File: src/rtl/seven_segment_scanner_if.sv
// Bundle between a host and the seven-segment scan driver: packed BCD value,
// capture strobe and blanking enable in; decoder nibble, digit enables and error flag out.
interface seven_segment_scanner_if #(
  parameter int NUM_DIGITS = 4
);
  logic [4*NUM_DIGITS-1:0] value;
  logic                    load;
  logic                    blank_lz;
  logic [3:0]              digit;
  logic [NUM_DIGITS-1:0]   digit_sel;
  logic                    bcd_err;

  modport master (
    output value, load, blank_lz,
    input  digit, digit_sel, bcd_err
  );

  modport slave (
    input  value, load, blank_lz,
    output digit, digit_sel, bcd_err
  );
endinterface

File: src/rtl/seven_segment_scanner.sv
// Time-multiplexed scan driver for a multi-digit seven-segment display: holds a
// shadow copy of the BCD value and presents one digit slot at a time to the decoder.
module seven_segment_scanner #(
  parameter int NUM_DIGITS  = 4,
  parameter int REFRESH_DIV = 50000
) (
  input logic                    clk,
  input logic                    rst,
  seven_segment_scanner_if.slave bus
);
  localparam int VW    = 4 * NUM_DIGITS;
  localparam int DIV_W = (REFRESH_DIV > 2) ? $clog2(REFRESH_DIV) : 1;
  localparam int IDX_W = (NUM_DIGITS > 2) ? $clog2(NUM_DIGITS) : 1;

  localparam logic [DIV_W-1:0]      DIV_LAST = DIV_W'(REFRESH_DIV - 1);
  localparam logic [IDX_W-1:0]      IDX_LAST = IDX_W'(NUM_DIGITS - 1);
  localparam logic [NUM_DIGITS-1:0] SEL_ONE  = NUM_DIGITS'(1);

  // High when any nibble of v lies outside 0..9.
  function automatic logic has_non_bcd(input logic [VW-1:0] v);
    logic err;
    err = 1'b0;
    for (int i = 0; i < NUM_DIGITS; i++) begin
      err = err | (v[4*i +: 4] > 4'd9);
    end
    return err;
  endfunction

  logic [VW-1:0]         shadow_r;
  logic [DIV_W-1:0]      div_r;
  logic [IDX_W-1:0]      idx_r;
  logic [3:0]            digit_r;
  logic [NUM_DIGITS-1:0] sel_r;
  logic                  err_r;

  logic [3:0]            nib_s;
  logic                  upper_nz_s;
  logic                  blank_s;
  logic [3:0]            digit_nxt_s;
  logic [NUM_DIGITS-1:0] sel_nxt_s;

  // Next-slot outputs: current nibble, and whether this slot is a leading zero to blank.
  always_comb begin
    nib_s      = shadow_r[{idx_r, 2'b00} +: 4];
    upper_nz_s = 1'b0;
    // Any nonzero nibble at or above the current slot keeps it lit (interior zeros stay visible).
    for (int i = 0; i < NUM_DIGITS; i++) begin
      upper_nz_s = upper_nz_s | ((i >= int'(idx_r)) && (shadow_r[4*i +: 4] != 4'd0));
    end
    blank_s     = bus.blank_lz && (idx_r != {IDX_W{1'b0}}) && !upper_nz_s;
    digit_nxt_s = blank_s ? 4'd0 : nib_s;
    sel_nxt_s   = blank_s ? {NUM_DIGITS{1'b0}} : (SEL_ONE << idx_r);
  end

  // Refresh divider, scan index, shadow capture and registered outputs.
  always_ff @(posedge clk) begin
    if (rst) begin
      shadow_r <= {VW{1'b0}};
      div_r    <= {DIV_W{1'b0}};
      idx_r    <= {IDX_W{1'b0}};
      digit_r  <= 4'd0;
      sel_r    <= {NUM_DIGITS{1'b0}};
      err_r    <= 1'b0;
    end else begin
      if (div_r == DIV_LAST) begin
        div_r <= {DIV_W{1'b0}};
        idx_r <= (idx_r == IDX_LAST) ? {IDX_W{1'b0}} : idx_r + IDX_W'(1);
      end else begin
        div_r <= div_r + DIV_W'(1);
        idx_r <= idx_r;
      end
      if (bus.load) begin
        shadow_r <= bus.value;
      end else begin
        shadow_r <= shadow_r;
      end
      digit_r <= digit_nxt_s;
      sel_r   <= sel_nxt_s;
      err_r   <= has_non_bcd(shadow_r);
    end
  end

  assign bus.digit     = digit_r;
  assign bus.digit_sel = sel_r;
  assign bus.bcd_err   = err_r;
endmodule

File: src/flat_wrapper.sv
// flat-port wrapper written by rule: the top's interface ports become plain ports
module seven_segment_scanner_flat 
#(
  parameter int NUM_DIGITS  = 4,
  parameter int REFRESH_DIV = 50000
)
  (clk, rst, bus_value, bus_load, bus_blank_lz, bus_digit, bus_digit_sel, bus_bcd_err);
  seven_segment_scanner_if #(.NUM_DIGITS(NUM_DIGITS)) bus_i ();
  input logic clk;
  input logic rst;
  input wire logic [$bits(bus_i.value)-1:0] bus_value;
  input wire logic [$bits(bus_i.load)-1:0] bus_load;
  input wire logic [$bits(bus_i.blank_lz)-1:0] bus_blank_lz;
  output wire logic [$bits(bus_i.digit)-1:0] bus_digit;
  output wire logic [$bits(bus_i.digit_sel)-1:0] bus_digit_sel;
  output wire logic [$bits(bus_i.bcd_err)-1:0] bus_bcd_err;
  assign bus_i.value = bus_value;
  assign bus_i.load = bus_load;
  assign bus_i.blank_lz = bus_blank_lz;
  assign bus_digit = bus_i.digit;
  assign bus_digit_sel = bus_i.digit_sel;
  assign bus_bcd_err = bus_i.bcd_err;
  seven_segment_scanner #(.NUM_DIGITS(NUM_DIGITS), .REFRESH_DIV(REFRESH_DIV)) u_core (.clk(clk), .rst(rst), .bus(bus_i));
endmodule
File: config.mk
export PLATFORM = sky130hd
export DESIGN_NAME = seven_segment_scanner_flat
export DESIGN_NICKNAME = d
export VERILOG_FILES = /design/src/rtl/seven_segment_scanner_if.sv /design/src/rtl/seven_segment_scanner.sv /design/src/flat_wrapper.sv
export SDC_FILE = /design/constraint.sdc
export NUM_CORES = 1
export LEC_CHECK = 0
export CAP_MARGIN = 20
export CORE_MARGIN = 8
export CORE_UTILIZATION = 40
export CTS_BUF_LIST = sky130_fd_sc_hd__clkbuf_4 sky130_fd_sc_hd__clkbuf_8
export DETAILED_ROUTE_END_ITERATION = 10
export PLACE_DENSITY = 0.71
export SYNTH_ARGS = -nofsm -noshare
export SYNTH_HDL_FRONTEND = slang
export SYNTH_SLANG_ARGS = --single-unit
File: constraint.sdc
create_clock -name clk -period 2.9 [get_ports clk]
set_clock_uncertainty 0.2 [all_clocks]
set_input_delay 0.58 -clock clk [delete_from_list [all_inputs] [get_ports clk]]
set_output_delay 0.58 -clock clk [all_outputs]
set_load 0.03 [all_outputs]
# Word-level counts from Yosys, hierarchy flattened
# Index checks and enable logic that the tools add are counted.
# word_totals
input_bits	20
reg_bits	43
out_inout_bits	9
word_cells	39
# classes
order_cmp	7
n_shift	2
eq_ne	2
reduce_logical	13
bitwise	6
addsub	2
n_mux	1
# ops
op	count
$add A16 B1 Y16 const B	1
$eq A16 B16 Y1 const B	1
$gt A4 B4 Y1 const B	4
$reduce_bool A4 Y1	4
$shiftx A16 B5 Y4	1
$or A1 B1 Y1	6
$logic_and A1 B1 Y1	5
$ge A1 B2 Y1 const A	2
$reduce_or A2 Y1	2
$shl A1 B2 Y4 const A	1
$add A2 B1 Y2 const B	1
$eq A2 B2 Y1 const B	1
$ge A2 B2 Y1 const A	1
$mux W2	1
$reduce_bool A2 Y1	1
$logic_not A1 Y1	1

# Logic depth before layout (Yosys ltp)
# Gate-level depths: netlist (run 1).
# logic_depth
word_depth	8
mapped_depth	7
mapped_depth_nobuf	6

# Worst setup path before layout (run 1)
# Ideal clock, no wire load.
# synth_path
path_kind	register to register
from	reg u_core.div_r[10]
to	reg u_core.idx_r[0]
path_slack_ns	0.804
path_stages_with_launch	5
period_less_slack_ns	2.096
arrival_ns	1.828
setup_ns	0.068
n_path_buf	0
required_ns	2.632
path_cell_list	dfxtp_1 > or4b_1 > or4_4 > or3_1 > a21oi_2
# synth_between
elab_chain_len	1
# synth_rtl
element	line_no	text
start: declaration	seven_segment_scanner.sv:30	logic [DIV_W-1:0] div_r;
start signal: assignment	seven_segment_scanner.sv:59	div_r <= {DIV_W{1'b0}};
start signal: assignment	seven_segment_scanner.sv:66	div_r <= {DIV_W{1'b0}};
start signal: assignment	seven_segment_scanner.sv:69	div_r <= div_r + DIV_W'(1);
$eq A16 B16 Y1	seven_segment_scanner.sv:65	if (div_r == DIV_LAST) begin
end signal: assignment	seven_segment_scanner.sv:60	idx_r <= {IDX_W{1'b0}};
end signal: assignment	seven_segment_scanner.sv:67	idx_r <= (idx_r == IDX_LAST) ? {IDX_W{1'b0}} : idx_r + IDX_W'(1);
end signal: assignment	seven_segment_scanner.sv:70	idx_r <= idx_r;
end: declaration	seven_segment_scanner.sv:31	logic [IDX_W-1:0] idx_r;
# Every way passes these cells.
# A chain may end at the register's enable or synchronous reset.

# Worst setup path in the final report (run 1)
# layout_path
from	reg u_core.div_r[10]
to	reg u_core.div_r[3]
# layout_between
elab_chain_len	2
# layout_rtl
element	line_no
$eq A16 B16 Y1	seven_segment_scanner.sv:65
$reduce_or A2 Y1 (no source line)	--
# Every way passes these cells.

==> reports/metrics.yaml, run 1 <==
worst_setup_path:
  worstRegToRegCells: 4
  r2r_slack_ns: 0.54
  critPathMaxFanout: 15
  start_kind: "register"
  critical_path_class: "reg -> reg"
  crit_path_end_kind: "register"
  cp_data_arrival_time_ns: 2.31
  required_ns: 2.85
  reg2reg_to: "u_core.div_r[3]"
  rr_startpoint: "u_core.div_r[10]"
run:
  maxCapViolations: 0
min_path:
  min_path_type: "reg -> reg"
  whs_path_depth: 2
  holdPathEnd: "u_core.div_r[15]"
  min_from: "u_core.div_r[15]"
synth:
  synth_area_leaders: "dfxtp_1, mux2i_1, nor2_1"
  synth_seq_area_share: 0.4774
  ys.flop_type: "dfxtp_1"
  synth_commonest_cells: "dfxtp_1, nor2_1, mux2i_1, nand3_1, xnor2_1"
  async_reset_ff_frac: 0
  synth_area_sq_mm: 0.001803
  syn_nets: 207
  synth_seq_cells: 43
  syn_avg_cell_area_sq_um: 9.906
  synth_cell_types: 33
  synth_top_area_share: 0.4774
  syn_inst: 182
  yosysMostFrequentCell: "dfxtp_1"
  yosysWarnings: 0
  synth_edf_count: 0
  yosys.area.top_type: "dfxtp_1"
layout:
  layoutNonFillerInstCount: 264
  syn2layout_area_growth_pct: 24.15
  utilization: 0.5141
  num_antenna_cells: 0
  finalNetCount: 237
  final_layout_size_suffix_gt1_frac: 0.07075
  stdcell_area_sq_mm: 0.002238
placed_design:
  port_buffers: 28
  place.gp.congestion: 0.8636
  hpwl_mm: 2.619
  dpl-instance-area_sq_mm: 0.002132
  dp.cells: 257
clock_tree:
  cts_inserted_buffers: 5
  clk_latency_ns: 0.29
  cts.sinks: 43
  htreeDepth: 2
  postCtsResizedCells: 0
  postCtsHoldBufs: 0
  post_cts_buffers: 0
  cts_tree: "yes"
  ctsLongestPathBuffers: 2
  cts_root_buffer: "clkbuf_8"
  clkTransAtPathRegs_ns: 0.08
timing:
  worst_pin_slew_ns: 0.5751
  setup_tns_ns: 0
  hold_viol: 0
  period_needed_ns: 2.361
  finalMaxSlewViolations: 0
  rsz0062_at_grt: "false"
  fmax_ghz: 0.4236
  setup_viol: 0
  fin_crit_sh: 0.8141
  slew_headroom: 0.6166
drt:
  drt-initial-drc-count: 56
  final_antenna_net_count: 0
  dr.pass1.iters: 4
  wire_per_inst_microns: 13.24
  wl_mm: 3.495
  via_per_inst: 5.186
  vias: 1369
  drc: 0
run_status:
  status: "finished clean"
die:
  num_rows: 24
  boundaryPins: 29
  die-area_sq_mm: 0.006911
  die_h_microns: 83.14
  chipWidth_microns: 83.14
  core-area_sq_mm: 0.004354
  initial_utilization: 0.4141
global_routing:
  grt_pass1_vias: 1303
  grt_pass1_wl_mm: 6.051
  antenna_found_initial: 0
  overflow: 0
  globalRouteTotalUtil: 0.1028
  grt_max_degree: 22
power_and_ir_drop:
  p_per_area_mw_per_mm2: 523.5
  ir_drop_mv: 0.2717
  p_leak_nw: 0.8327
==> worst max path at each step <==
stage | cells after the start | end | start | slack (ns)
2_1_floorplan | 4 | u_core.idx_r[0] | u_core.div_r[10] | 0.80
3_3_place_gp | 5 | u_core.bus.digit[1] | bus_blank_lz | 0.60
3_5_place_dp | 4 | u_core.div_r[3] | u_core.div_r[10] | 0.55
4_1_cts | 4 | u_core.div_r[3] | u_core.div_r[10] | 0.53
5_1_grt | 6 | u_core.bus.digit_sel[0] | u_core.idx_r[0] | 0.23
6_report | 4 | u_core.div_r[3] | u_core.div_r[10] | 0.54
==> cells by family (layout without fill, tap and decap cells) <==
kind of cell | Yosys count | count (layout) | share of synthesized area
adders and majority gates | 5 | 5 | 0.03470
DFF | 43 | 43 | 0.4774
xor gates and xnor gates | 12 | 12 | 0.05829
muxes | 21 | 21 | 0.1443
and+or+nand+nor | 75 | 75 | 0.2110
buffers and inverters | 13 | 43 | 0.02984
AOI/OAI and AO/OA | 13 | 13 | 0.04442
==> where the power goes <==
group / total [mW] / switching (mW) / internal (mW) / leakage [nW]
sequential: 0.629 / 0.0185 / 0.611 / 0.351
clock: 0.444 / 0.182 / 0.262 / 0.0547
combinational: 0.0987 / 0.0427 / 0.0560 / 0.427
total: 1.17 / 0.243 / 0.928 / 0.833
==> cell type report <==
class	count	area (sq um)
Clock buffer	6	76.32
Clock inverter	1	30.03
Fill cell	413	2116
Inverter	6	22.52
Multi-Input combinational cell	126	888.4
Sequential cell	43	860.8
Tap cell	52	65.06
Timing Repair Buffer	30	295.3
==> cell usage in the layout, fill, tap and decap left out, types with 2 or more instances in the layout <==
cell type        Yosys  routed
dfxtp_1             43      43
nor2_1              34      34
clkdlybuf4s50_1      0      28
mux2i_1             17      17
nand3_1              7       7
xnor2_1              7       7
inv_1                6       6
xor2_1               5       5
o21ai_0              5       5
nor4_1               5       5
nor3_1               5       5
ha_1                 5       5
clkbuf_8             0       5
nand4_1              4       4
nand2_1              4       4
mux4_2               4       4
nor2b_1              4       4
a21oi_1              3       3
or3_1                3       3
or4b_1               2       2
buf_4                1       2
==> sequential cells by signal, indices dropped and copies added (netlist names) <==
name / cells
u_core.idx_r: 2
u_core.bus.digit_sel: 4
u_core.div_r: 16
u_core.shadow_r: 16
u_core.bus.digit: 4
u_core.bus.bcd_err: 1
==> layer usage <==
metal / share of wire / vias to the layer above / global-route usage / wire length (microns)
li1: - / 693 / - / -
met2: 0.47 / 23 / 0.1627 / 1660
met5: 0 / - / 0 / 0
met4: 0.018 / 0 / 0.04153 / 63
met1: 0.45 / 646 / 0.1217 / 1581
met3: 0.054 / 7 / 0.03906 / 189
==> per-stage QoR <==
step	setup slack, ns	power [mW]	hold WS [ns]
after floorplan	0.8044	0.6944	0.2470
after global placement	0.5979	0.7411	0.2583
after detailed placement	0.5480	0.7425	0.2745
after CTS	0.5266	1.187	0.2907
after global routing	0.2284	1.218	0.3228
final	0.5391	1.172	0.2871
==> worst max-delay path: stages (launching register included) <==
cell,delay [ns]
dfxtp_1,0.34
or4b_1,0.56
or4_4,0.58
nand2b_1,0.44
nor2_1,0.10
Power figures use the tool's default switching activity.
==> run 2, diff against run 1 <==
- clock period: 2.9 -> 2.24 ns (I/O delays scaled with it)
==> reports/metrics.yaml, run 2 (synthesized netlist as in run 1, its figures left out) <==
layout:
  fill_cells: 410  # -0.73%
  syn2layout_area_growth_pct: 26.93
  final_common_cell: "dfxtp_1"
  layoutNonFillerInstCount: 274  # +3.8%
  multi_input_area_sq_um: 888.4  # unchanged
  num_antenna_cells: 0  # unchanged
  reg.largest.list: "u_core.div_r: 16 flops, u_core.shadow_r: 16 flops"
  final_cell_mix: "dfxtp_1, nor2_1, clkdlybuf4s50_1, mux2i_1, buf_4"
  seq_area_sq_um: 860.8  # unchanged
  final_layout_size_suffix_gt1_frac: 0.1126  # +0.04186
  finalNetCount: 246  # +3.8%
worst_setup_path:
  critPathMaxFanout: 5  # -10
  start_kind: "register"
  crit_path_end_kind: "register"
  startpoint: "u_core.div_r[4]"
  rr_startpoint: "u_core.div_r[4]"
  crit_end: "u_core.idx_r[0]"
  worstRegToRegCells: 4  # unchanged
  cp_data_arrival_time_ns: 2.20  # -0.11 ns
  required_ns: 2.28  # -0.57 ns
  reg2reg_to: "u_core.idx_r[0]"
  r2r_slack_ns: 0.08  # -0.46 ns
  critical_path_class: "reg -> reg"
global_routing:
  overflow: 0  # unchanged
  grt_pass1_wl_mm: 6.154  # +1.7%
  grt_max_degree: 21  # -4.5%
  globalRouteTotalUtil: 0.1064  # +0.003635
  grt_pass1_vias: 1329  # +2.0%
  antenna_found_initial: 0  # unchanged
die:
  boundaryPins: 29  # unchanged
  num_rows: 24  # unchanged
  initial_utilization: 0.4141  # unchanged
  die_h_microns: 83.14  # unchanged
  chipWidth_microns: 83.14  # unchanged
  core-area_sq_mm: 0.004354  # unchanged
  die-area_sq_mm: 0.006911  # unchanged
clock_tree:
  cts_inserted_buffers: 5  # unchanged
  cts_tree: "yes"
  ctsLongestPathBuffers: 2  # unchanged
  clkTransAtPathRegs_ns: 0.08  # about the same
  cts.sinks: 43  # unchanged
  cts_root_buffer: "clkbuf_8"
  htreeDepth: 2  # unchanged
  postCtsResizedCells: 0  # unchanged
  postCtsHoldBufs: 0  # unchanged
  clk_latency_ns: 0.30  # about the same
timing:
  hold_viol: 0  # unchanged
  setup_tns_ns: 0  # unchanged
  rsz0062_at_grt: "false"
  fmax_ghz: 0.4623  # +9.1%
  fin_crit_sh: 0.9657  # +0.1515
  worst_pin_slew_ns: 0.3312  # -0.2439 ns
  setup_viol: 0  # unchanged
  slew_headroom: 0.7772  # +0.1606
  finalMaxSlewViolations: 0  # unchanged
  period_needed_ns: 2.163  # -0.1978 ns
run_status:
  status: "finished clean"
min_path:
  min_path_type: "reg -> reg"
drt:
  drc: 0  # unchanged
  final_antenna_net_count: 0  # unchanged
  wl_mm: 3.580  # +2.4%
  wire_per_inst_microns: 13.07  # -1.3%
  via_per_inst: 5.066  # -2.3%
  vias: 1388  # +1.4%
  drt-initial-drc-count: 79  # +41%
  dr.pass1.iters: 4  # unchanged
placed_design:
  port_buffers: 28  # unchanged
  hpwl_mm: 2.628  # +0.34%
  dp.cells: 265  # +3.1%
  place.gp.congestion: 0.8455  # -2.1%
run:
  maxCapViolations: 0  # unchanged
power_and_ir_drop:
  p_per_area_mw_per_mm2: 629.8  # +20%
  p_leak_nw: 0.8633  # +3.7%
  ir_drop_mv: 0.4691  # +73%
## run 2: cell count changes in the layout (fill, tap and decap cells not counted)
cell / change
bufinv_16: -1
clkinvlp_4: +2
clkinv_2: +1
buf_4: +9
clkbuf_4: -1
## run 2: worst min path at each step
stage | cells after the start | endpoint | slack, ns | startpoint
after floorplan | 2 | u_core.div_r[15] | 0.25 | u_core.div_r[15]
after global placement | 2 | u_core.div_r[15] | 0.26 | u_core.div_r[15]
after detailed placement | 2 | u_core.div_r[15] | 0.27 | u_core.div_r[15]
after CTS | 2 | u_core.div_r[15] | 0.29 | u_core.div_r[15]
after global routing | 2 | u_core.div_r[15] | 0.30 | u_core.div_r[15]
final | 2 | u_core.div_r[15] | 0.29 | u_core.div_r[15]
## run 2: area by class of cell
type,count,area share
clock buffer,5,0.03007
clock inverter,3,0.008748
inverter,6,0.009841
multi-input combinational,126,0.3882
sequential,43,0.3762
tap,52,0.02843
timing repair buffer,39,0.1586
## run 2: worst max-delay path, stage by stage (launching register included)
cell and delay, ns:
dfxtp_1 0.35, or4b_1 0.53, or4_4 0.56, or3_1 0.34
a21oi_2 0.13
## run 2: power breakdown
group          leakage (nW)  switching [mW]  total [mW]  internal, mW
Clock                0.0402           0.271       0.488         0.217
Sequential            0.351          0.0201       0.811         0.791
Combinational         0.472          0.0619       0.143        0.0808
Total                 0.863           0.353        1.44          1.09
## run 2: metal layers
layer / up-vias / wire, microns / global-route usage
li1: 711 / - / -
met1: 636 / 1578 / 0.1175
met2: 34 / 1709 / 0.1726
met3: 7 / 225 / 0.04004
met4: 0 / 68 / 0.05751
met5: - / 0 / 0
## run 2: stage by stage
step / area (sq um) / util / hold slack, ns / power (mW) / setup WS, ns
4_1_cts: 2281 / 0.5239 / 0.2874 / 1.463 / 0.05115
2_1_floorplan: 1803 / - / 0.2470 / 0.8990 / 0.1444
3_5_place_dp: 2192 / 0.5034 / 0.2722 / 0.9722 / 0.06177
5_1_grt: 2288 / 0.5256 / 0.3032 / 1.508 / 0.001792
3_3_place_gp: 2192 / 0.5034 / 0.2643 / 0.9696 / 0.1083
6_report: 2288 / 0.5256 / 0.2884 / 1.441 / 0.07692
## run 2: what timing repair did
item                                   CTS  global route
setup endpoints to repair                0             1
endpoints found under the hold margin    0             0
buffers inserted                         0             1
==> run 3, diff against run 2 <==
- MAX_ROUTING_LAYER: unset -> met4
==> reports/metrics.yaml, run 3 (synthesized netlist as in run 1, its figures left out) <==
worst_setup_path:
  startpoint: "u_core.div_r[4]"
  required_ns: 2.28  # about the same
  critPathMaxFanout: 5  # unchanged
  worstRegToRegCells: 4  # unchanged
  start_kind: "register"
  cp_data_arrival_time_ns: 2.20  # about the same
  critical_path_class: "reg -> reg"
  reg2reg_to: "u_core.idx_r[0]"
  rr_startpoint: "u_core.div_r[4]"
  r2r_slack_ns: 0.08  # about the same
  crit_path_end_kind: "register"
drt:
  wl_mm: 3.569  # -0.31%
  final_antenna_net_count: 0  # unchanged
  vias: 1391  # +0.22%
  drt-initial-drc-count: 91  # +15%
  wire_per_inst_microns: 13.03  # -0.31%
  drc: 0  # unchanged
  dr.pass1.iters: 4  # unchanged
  via_per_inst: 5.077  # +0.22%
die:
  boundaryPins: 29  # unchanged
  core-area_sq_mm: 0.004354  # unchanged
  chipWidth_microns: 83.14  # unchanged
  die-area_sq_mm: 0.006911  # unchanged
  num_rows: 24  # unchanged
  die_h_microns: 83.14  # unchanged
  initial_utilization: 0.4141  # unchanged
min_path:
  min_from: "u_core.div_r[15]"
  min_path_type: "reg -> reg"
  holdPathEnd: "u_core.div_r[15]"
  whs_path_depth: 2  # unchanged
clock_tree:
  htreeDepth: 2  # unchanged
  cts_tree: "yes"
  cts_root_buffer: "clkbuf_8"
  clk_latency_ns: 0.30  # about the same
  clkTransAtPathRegs_ns: 0.08  # about the same
  postCtsResizedCells: 0  # unchanged
  ctsLongestPathBuffers: 2  # unchanged
  cts.sinks: 43  # unchanged
  cts_inserted_buffers: 5  # unchanged
timing:
  layout_setup_ws_ns: 0.07849  # +0.001568 ns
  slew_headroom: 0.7766  # about the same
  worst_pin_slew_ns: 0.3321  # +0.0008688 ns
  setup_tns_ns: 0  # unchanged
  fin_crit_sh: 0.9650  # about the same
  rsz0062_at_grt: "false"
  period_needed_ns: 2.162  # -0.001568 ns
  fmax_ghz: 0.4626  # about the same
  hold_viol: 0  # unchanged
  setup_viol: 0  # unchanged
  finalMaxSlewViolations: 0  # unchanged
global_routing:
  grt_pass1_wl_mm: 6.154  # unchanged
  antenna_found_initial: 0  # unchanged
  grt_pass1_vias: 1330  # +0.075%
  grt_max_degree: 21  # unchanged
  overflow: 0  # unchanged
  globalRouteTotalUtil: 0.1096  # +0.003141
power_and_ir_drop:
  p_per_area_mw_per_mm2: 629.1  # -0.11%
  p_leak_nw: 0.8633  # unchanged
  power_mw: 1.440  # -0.11%
  ir_drop_mv: 0.4668  # -0.49%
layout:
  final_common_cell: "dfxtp_1"
  syn2layout_area_growth_pct: 26.93  # unchanged
  final_cell_mix: "dfxtp_1, nor2_1, clkdlybuf4s50_1, mux2i_1, buf_4"
  reg.largest.list: "u_core.div_r: 16 flops, u_core.shadow_r: 16 flops"
  stdcell_area_sq_mm: 0.002288  # unchanged
  finalNetCount: 246  # unchanged
  num_antenna_cells: 0  # unchanged
  final_layout_size_suffix_gt1_frac: 0.1126  # unchanged
run:
  maxCapViolations: 0  # unchanged
placed_design:
  place.gp.congestion: 0.8586  # +1.5%
  hpwl_mm: 2.628  # unchanged
  dp_slack_ns: 0.06177  # unchanged
  dpl-instance-area_sq_mm: 0.002192  # unchanged
  port_buffers: 28  # unchanged
run_status:
  status: "finished clean"
-- run 3: cell counts in the layout (fill, tap and decap cells not counted) --
Identical to the previous run, type by type.
-- run 3: what timing repair did --
item	4_1_cts	5_1_grt
hold buffers	0	0
setup buffers	0	1
endpoints found under the setup margin	0	1
-- run 3: cell type report --
class | count | area [sq um]
Timing Repair Buffer | 39 | 362.8
Inverter | 6 | 22.52
Tap cell | 52 | 65.06
Multi-Input combinational cell | 126 | 888.4
Clock buffer | 5 | 68.82
Fill cell | 410 | 2066
Clock inverter | 3 | 20.02
Sequential cell | 43 | 860.8
-- run 3: routing by layer --
metal	global-route usage	routed length, microns	up-vias	share of wire
met5	-	0	-	0
met2	0.1726	1671	33	0.47
met1	0.1181	1579	636	0.44
met4	0.05751	89	0	0.025
li1	-	-	712	-
met3	0.04004	228	10	0.064
-- run 3: critical path: stages (launching register included) --
cell,delay (ns)
dfxtp_1,0.35
or4b_1,0.53
or4_4,0.56
or3_1,0.34
a21oi_2,0.13
-- run 3: how the worst max path moves through the flow --
stage,to,depth (start not counted)
2_1_floorplan,u_core.idx_r[0],4
3_3_place_gp,u_core.idx_r[0],4
3_5_place_dp,u_core.idx_r[0],4
4_1_cts,u_core.idx_r[0],4
5_1_grt,u_core.idx_r[0],4
6_report,u_core.idx_r[0],4
-- run 3: through the flow --
stage,utilization,hold slack [ns],cells
after global routing,0.5256,0.3032,274
after CTS,0.5239,0.2874,273
final,0.5256,0.2843,274
after floorplan,-,0.2470,182
after detailed placement,0.5034,0.2722,265
after global placement,0.5034,0.2643,265
-- run 3: where the power goes --
part,internal (mW),switching (mW)
registers,0.791,0.0200
clock network,0.217,0.270
logic,0.0808,0.0618
total,1.09,0.351
